--- src/rtl/wbarb_pkg.sv ---
// Shared types and the rotate-priority pick used by the Wishbone round-robin arbiters.
package wbarb_pkg;

  typedef enum logic [0:0] {
    ARB_IDLE  = 1'b0,
    ARB_GRANT = 1'b1
  } arb_state_t;

  localparam int unsigned RR_MAX_M = 32;
  localparam int unsigned RR_IW    = $clog2(RR_MAX_M);

  typedef logic [RR_MAX_M-1:0] rr_vec_t;

  // First requester after 'last', wrapping explicitly at n (n need not be a power of two, n <= RR_MAX_M).
  function automatic rr_vec_t rr_pick_onehot(input rr_vec_t req, input int unsigned last,
                                             input int unsigned n);
    rr_vec_t     gnt;
    int unsigned idx;
    logic        found;
    gnt   = '0;
    found = 1'b0;
    for (int unsigned k = 1; k <= RR_MAX_M; k++) begin
      idx = last + k;
      if (idx >= n) idx = idx - n;
      if (k <= n && !found && idx < RR_MAX_M && req[idx[RR_IW-1:0]]) begin
        gnt[idx[RR_IW-1:0]] = 1'b1;
        found               = 1'b1;
      end
    end
    return gnt;
  endfunction

endpackage

--- src/rtl/wbarb_rr_pick.sv ---
// Combinational round-robin picker: requests plus last-owner pointer -> one-hot grant and its index.
module wbarb_rr_pick
  import wbarb_pkg::*;
#(
  parameter int NM = 2,
  parameter int IW = $clog2(NM)
) (
  input  logic [NM-1:0] req,
  input  logic [IW-1:0] last_ptr,
  output logic [NM-1:0] gnt,
  output logic [IW-1:0] gnt_idx
);

  always_comb begin
    gnt     = NM'(rr_pick_onehot(rr_vec_t'(req), 32'(last_ptr), NM));
    gnt_idx = '0;
    for (int i = 0; i < NM; i++)
      if (gnt[i]) gnt_idx = IW'(i);
  end

endmodule

--- src/rtl/wb_rr_arbiter.sv ---
// Round-robin Wishbone classic arbiter: NM masters share one slave, grant locked for the owner's CYC.
// Optional stalled-slave bus error generation with `define WBARB_TIMEOUT_EN.
module wb_rr_arbiter
  import wbarb_pkg::*;
#(
  parameter int NM      = 2,
  parameter int AW      = 32,
  parameter int DW      = 32,
  parameter int TIMEOUT = 1023
) (
  input  logic                 wb_clk_i,
  input  logic                 wb_reset_ni,
  input  logic [NM-1:0]        m_cyc_i,
  input  logic [NM-1:0]        m_stb_i,
  input  logic [NM-1:0]        m_we_i,
  input  logic [NM*AW-1:0]     m_adr_i,
  input  logic [NM*DW-1:0]     m_dat_i,
  input  logic [NM*DW/8-1:0]   m_sel_i,
  output logic [NM-1:0]        m_ack_o,
  output logic [NM-1:0]        m_err_o,
  output logic [DW-1:0]        m_dat_o,
  output logic                 s_cyc_o,
  output logic                 s_stb_o,
  output logic                 s_we_o,
  output logic [AW-1:0]        s_adr_o,
  output logic [DW-1:0]        s_dat_o,
  output logic [DW/8-1:0]      s_sel_o,
  input  logic                 s_ack_i,
  input  logic                 s_err_i,
  input  logic [DW-1:0]        s_dat_i,
  output logic [NM-1:0]        grant_o
);

  localparam int IW = $clog2(NM);
  localparam int SW = DW / 8;

  arb_state_t    state;
  logic [IW-1:0] own;
  logic [IW-1:0] last_ptr;
  logic [NM-1:0] pick_gnt;
  logic [IW-1:0] pick_idx;
  logic          granted;
  logic          own_cyc;
  logic          stb_raw;
  logic          to_fire;

  wbarb_rr_pick #(.NM(NM), .IW(IW)) u_pick (
    .req      (m_cyc_i),
    .last_ptr (last_ptr),
    .gnt      (pick_gnt),
    .gnt_idx  (pick_idx)
  );

  // last_ptr resets to NM-1 so master 0 wins the first arbitration.
  always_ff @(posedge wb_clk_i or negedge wb_reset_ni) begin
    if (!wb_reset_ni) begin
      state    <= ARB_IDLE;
      own      <= '0;
      last_ptr <= IW'(NM - 1);
    end else begin
      case (state)
        ARB_IDLE: if (|pick_gnt) begin
          state <= ARB_GRANT;
          own   <= pick_idx;
        end
        ARB_GRANT: if (!own_cyc) begin
          state    <= ARB_IDLE;
          last_ptr <= own;
        end
        default: state <= ARB_IDLE;
      endcase
    end
  end

  assign granted = (state == ARB_GRANT);
  assign own_cyc = m_cyc_i[own];
  assign s_cyc_o = granted && own_cyc;
  assign stb_raw = s_cyc_o && m_stb_i[own];
  assign s_stb_o = stb_raw && !to_fire;

  always_comb begin
    s_we_o  = 1'b0;
    s_adr_o = '0;
    s_dat_o = '0;
    s_sel_o = '0;
    grant_o = '0;
    if (granted) begin
      s_we_o       = m_we_i[own];
      s_adr_o      = m_adr_i[own*AW +: AW];
      s_dat_o      = m_dat_i[own*DW +: DW];
      s_sel_o      = m_sel_i[own*SW +: SW];
      grant_o[own] = 1'b1;
    end
  end

  // Responses only count while a strobe is presented; stray ack/err are dropped.
  assign m_ack_o = (s_ack_i && s_stb_o) ? grant_o : '0;
  assign m_err_o = ((s_err_i && s_stb_o) || to_fire) ? grant_o : '0;
  assign m_dat_o = s_dat_i;

`ifdef WBARB_TIMEOUT_EN
  localparam int              CW      = $clog2(TIMEOUT + 1);
  localparam logic [CW-1:0]   TO_LAST = CW'(TIMEOUT - 1);

  logic [CW-1:0] to_cnt;

  // Fires on the TIMEOUT-th unanswered strobe cycle; that cycle's strobe is withheld from the slave.
  assign to_fire = stb_raw && (to_cnt == TO_LAST);

  always_ff @(posedge wb_clk_i or negedge wb_reset_ni) begin
    if (!wb_reset_ni)
      to_cnt <= '0;
    else if (!s_cyc_o || to_fire || (stb_raw && (s_ack_i || s_err_i)))
      to_cnt <= '0;
    else if (stb_raw)
      to_cnt <= to_cnt + 1'b1;
  end
`else
  assign to_fire = 1'b0;
`endif

endmodule

--- config.mk ---
export PLATFORM = sky130hd
export DESIGN_NAME = wb_rr_arbiter
export DESIGN_NICKNAME = d
export VERILOG_FILES = /design/src/rtl/wbarb_pkg.sv /design/src/rtl/wbarb_rr_pick.sv /design/src/rtl/wb_rr_arbiter.sv
export SDC_FILE = /design/constraint.sdc
export NUM_CORES = 1
export LEC_CHECK = 0
export ABC_AREA = 1
export CORE_AREA = 2 2 111 113
export CTS_CLUSTER_SIZE = 12
export DETAILED_ROUTE_END_ITERATION = 10
export DIE_AREA = 0 0 113 115
export SYNTH_ARGS = -nofsm -noshare
export SYNTH_HDL_FRONTEND = slang
export SYNTH_HIERARCHICAL = 1
export SYNTH_SLANG_ARGS = --single-unit
--- constraint.sdc ---
create_clock -name wb_clk_i -period 1.71 [get_ports wb_clk_i]
set_input_delay 0.171 -clock wb_clk_i [delete_from_list [all_inputs] [get_ports wb_clk_i]]
set_output_delay 0.171 -clock wb_clk_i [all_outputs]
set_load 0.005 [all_outputs]
Word-level counts from Yosys, hierarchy flattened. Index checks and enable logic that the tools add are counted.

Flip-flop bits (word level): 3. Word-level logic and storage cells: 69. Output and inout bits: 109. Input bits: 178.

Multiplexer cells: 32. Shifts and indexed selects: 3. Magnitude comparators: 10. $add $sub $neg: 4. Reduce and logical (&&, ||, !) cells: 14. Bitwise gates (word level): 3.

Operators by type and width (number): $mux 32 (4); $shiftx 64x7->32 (2); $ge 32x2->1 const B (2); $lt 32x6->1 const B (2); $sub 32x2->32 const B (2); $mux 1 (16); $lt 5x6->1 const B (2); $bmux 1 s5 (2); $demux 1 s5 (2); $ge 5x1->1 const B (2); $logic_and 1x1->1 (10); $mux 2 (5); $shiftx 8x4->4 (1); $mux 4 (1); $reduce_and 2->1 (2); $add 1x2->3 const B (1); $add 1x1->2 const B (1); $lt 1x2->1 const B (1); $not 1->1 (2); $or 2x2->2 (1); $pmux 1 s2 (1); $reduce_or 2->1 (1); $demux 1 s1 (1); $ge 1x1->1 const B (1); $logic_not 1->1 (1).

Logic depth before layout (Yosys ltp).
Depth in word-level cells: 14. Mapped depth: 6. Gate-level depth less buffers: 6.

Cells and area by module. Netlist, hierarchy kept.

Modules (own cells, without submodules): wb_rr_arbiter (cells an instance 146, instances 1, area each 1206.2 um^2, seq. area each 76.3 um^2); wbarb_rr_pick (cells an instance 6, instances 1, area each 27.5 um^2, seq. area each 0.0 um^2).

Worst setup path before layout. OpenSTA, ideal clock, no wires.

Kind: reg2reg. Start: reg last_ptr. End: reg own. Required time: 1.633 ns. Path buffers: 1. Stages on the path, launching flop included: 6. Setup slack: 0.531 ns. Data arrival time: 1.102 ns. Library setup time: 0.077 ns. Period minus slack after synthesis: 1.179 ns. Path through: dfstp_2 a21oi_1 buf_4 o21ai_0 nor2_1 a21oi_1.

Elaborated cells on any way between the ends: 35. Classes of those cells: add/sub: 4; order compare: 8; mux: 14; bitwise: 1; reduce/logical: 8.

RTL lines: from (decl) (RTL line wb_rr_arbiter.sv:39) `logic [IW-1:0] last_ptr;`; from (signal assigned) (RTL line wb_rr_arbiter.sv:59) `last_ptr <= IW'(NM - 1);`; from (signal assigned) (RTL line wb_rr_arbiter.sv:68) `last_ptr <= own;`; branches (longest 10 deep; another with $sub 32x2->32); $mux 2 * (RTL line wbarb_pkg.sv:25) `if (k <= n && !found && idx < RR_MAX_M && req[idx[RR_IW-1:0]]) begin`; $mux 1 * (RTL line wbarb_rr_pick.sv:18) `if (gnt[i]) gnt_idx = IW'(i);`; named net pick_idx (RTL line wb_rr_arbiter.sv:41) `logic [IW-1:0] pick_idx;`; to (signal assigned) (RTL line wb_rr_arbiter.sv:64) `own <= pick_idx;`; to (decl) (RTL line wb_rr_arbiter.sv:38) `logic [IW-1:0] own;`.

Mark *: on every way through the listed nets, which the timed path passes. The select of a mux whose other input is x is not followed. A chain may end at the register's enable or synchronous reset.

Final worst setup path.
Start: reg own. End: out s_adr_o[8].

Word-level cells in the longest chain between the ends: 2.

Ends and longest elaborated chain: $shiftx 64x7->32 (RTL line wb_rr_arbiter.sv:89) `s_adr_o = m_adr_i[own*AW +: AW];`; $mux 32 (RTL line wb_rr_arbiter.sv:87) `if (granted) begin`; to (decl) (RTL line wb_rr_arbiter.sv:25) `output logic [AW-1:0] s_adr_o,`.

Every way passes these cells.

==> out/results.ini <==
[outcome]
status = complete, but fails checks
violations = design-rule violations

[layout]
postLayoutCellArea_mm2 = 0.00357
syn_to_final_growth_pct = 190
antenna_cells = 0
nets = 541
drive_above_1_share_pct = 24.0
layout.cells.non_filler = 509

[clocking]
clk_path_buf_depth = 2
cts_buffers = 3
clk_latency_ns = 0.22
root_buffer = clkbuf_16
tritoncts = done
cts.htree.levels = 1
cts_num_sinks = 3
clkTransAtPathRegs_ns = 0.03

[worst_setup_path]
regToRegSetupSlack_ns = 0.53
cp.required_ns = 1.54
crit_chain = inv_2 > nand2_4 > inv_8 > buf_12 > buf_4 > a22o_1 > clkdlybuf4s15_1
max_stage_delay_ns = 0.38
cp.arrival_ns = 1.51
crit_fanout = 13
crit_path_start_kind = flop
slowest_stage = dfrtp_1
end_kind = output pin
worstSetupPathType = flop to output pin

[drt]
drtIter0Drc = 73
routed_wl_um = 8600
routed_via_density = 4.10
route.detailed.drc = 20
vias = 2089
wl_per_cell_um = 16.9
antenna_left = 0
drt-pass1-iter-count = 7

[synthesis]
async_flop_share_pct = 100
synth_seq_cells = 3
synth_edf_count = 0
synthesis.area_mm2 = 0.00123
syn_nets = 330
synth-seq-area-share_pct = 6.19
ys_types = 14
yosysMostFrequentCell = a22o_1
synthFlopType = dfrtp_1
yosysTopAreaCell = a22o_1
synthCells = 152
yosys-top-cells-count = a22o_1 (69), buf_4 (33), buf_6 (14), nand2_1 (11), nor2_1 (5)
yosys-top-cells-area = a22o_1 (49%), buf_4 (20%), buf_6 (13%), dfrtp_1 (4.1%), nand2_1 (3.3%)
synth_top_area_share_pct = 49.0
yosys_warnings = 6
synth.avg_cell_area_um2 = 8.12

[floorplanning]
ioPinCount = 287
design.core.area_mm2 = 0.0118
rows = 40
start_util_pct = 10.4
die_area_mm2 = 0.0130
die_w_um = 113
die_y_um = 115

[global_route]
overflow = 0
grt_pass1_wl_um = 10900
grt_pass1_vias = 2055
track_usage_pct = 10.5
grt_max_degree = 33
antenna_found_initial = 0

[timing]
skew_ns = 0.00282
slew_headroom_pct = 80.3
slew_viol_final = 0
fin_crit_sh_pct = 98.2
tightestPinTransition_ns = 0.293
setup_viol = 0
fin_crit_ns = 1.68
holdWs_ns = 0.139
rsz0062_at_grt = true
final-hold-violation-count = 0
fmax_mhz = 596

[place]
placed_area_mm2 = 0.00340
place_inst = 490
dp_hpwl_um = 6470
place_congestion = 0.738
place.port_buffers = 222

[run]
maxCapViolations = 0

[hold_path]
hold_path.class = primary input to async pin

[power_and_ir_drop]
vdd_drop_max_mv = 0.402
powerDensity_mw_per_mm2 = 1270
p_leak_nw = 1.85

[final timing paths]
path,start,endpoint,cells after the start
worst max register to register,granted,own,6
worst min register to register,last_ptr,last_ptr,2
worst max-delay path,own,s_adr_o[8],7
max in group asynchronous,wb_reset_ni,last_ptr,1
min in group wb_clk_i,s_dat_i[12],m_dat_o[12],0
worst min-delay path,wb_reset_ni,granted,1
[final cells by class]
class | count | area [um^2]
fill | 1259 | 8240
timing repair buffer | 253 | 2440
multi-input combinational | 96 | 759
tap | 147 | 184
clock buffer | 4 | 78.8
sequential | 3 | 76.3
inverter | 6 | 35.0
[per-layer routing]
layer,vias to the layer above,global-route usage [%],wire (um),part of all wire [%]
met3,6,3.22,959,11
li1,976,-,-,-
met4,0,1.22,43,0.50
met5,-,0,0,0
met1,978,12.2,3300,38
met2,129,19.5,4300,50
[layout by cell type (no fill, tap or decap), drive strengths merged, types with 2 or more instances in the layout]
master         instances
clkdlybuf4s50        146
a22o                  69
clkbuf                47
buf                   28
dlymetal6s2s          21
nand2                 13
dlygate4sd2            8
clkdlybuf4s15          7
nor2                   5
inv                    5
a21oi                  3
o21ai                  3
nand4                  2
dfrtp                  2
[through the flow]
step	utilization (%)	setup TNS [ns]	total power (W)	worst slack, ns
5_1_grt	30.3	-0.114	0.00486	-0.0304
6_report	30.3	0	0.00454	0.0315
4_1_cts	29.4	-3.49	0.00427	-0.199
3_5_place_dp	28.8	-0.447	0.00417	-0.0962
2_1_floorplan	-	0	0.00191	0.531
3_3_place_gp	28.8	-0.196	0.00414	-0.0433
[logic make-up (layout without fill, tap and decap cells)]
family | count (synthesis) | after routing | share of synthesized area, %
compound gates | 75 | 75 | 51.4
simple gates | 21 | 21 | 7.30
flops | 3 | 3 | 6.19
buf+inv | 53 | 263 | 35.1
[flip-flops by register name, summed over array words and instances, names as in the netlist]
signal    count
last_ptr      1
granted       1
own           1
[report_power, final]
group          switching (W)  total, W  internal, W
Sequential         0.0000392  0.000157     0.000118
Clock              0.0000645  0.000372     0.000308
Combinational        0.00166   0.00401      0.00236
[what timing repair did]
action / CTS / global route
resized for setup: 69 / 117
pin swaps: 15 / 4
buffers inserted: 5 / 9
gates cloned: 0 / 4
setup endpoints to repair: 76 / 38
hold buffers: 0 / 0
[worst max-delay path: cells and delay by family, from the launching register on]
kind	cells	cell delay [ns]
buf+inv	5	0.63
flops	1	0.38
compound gates	1	0.17
simple gates	1	0.09
(Power assumes the default switching activity.)
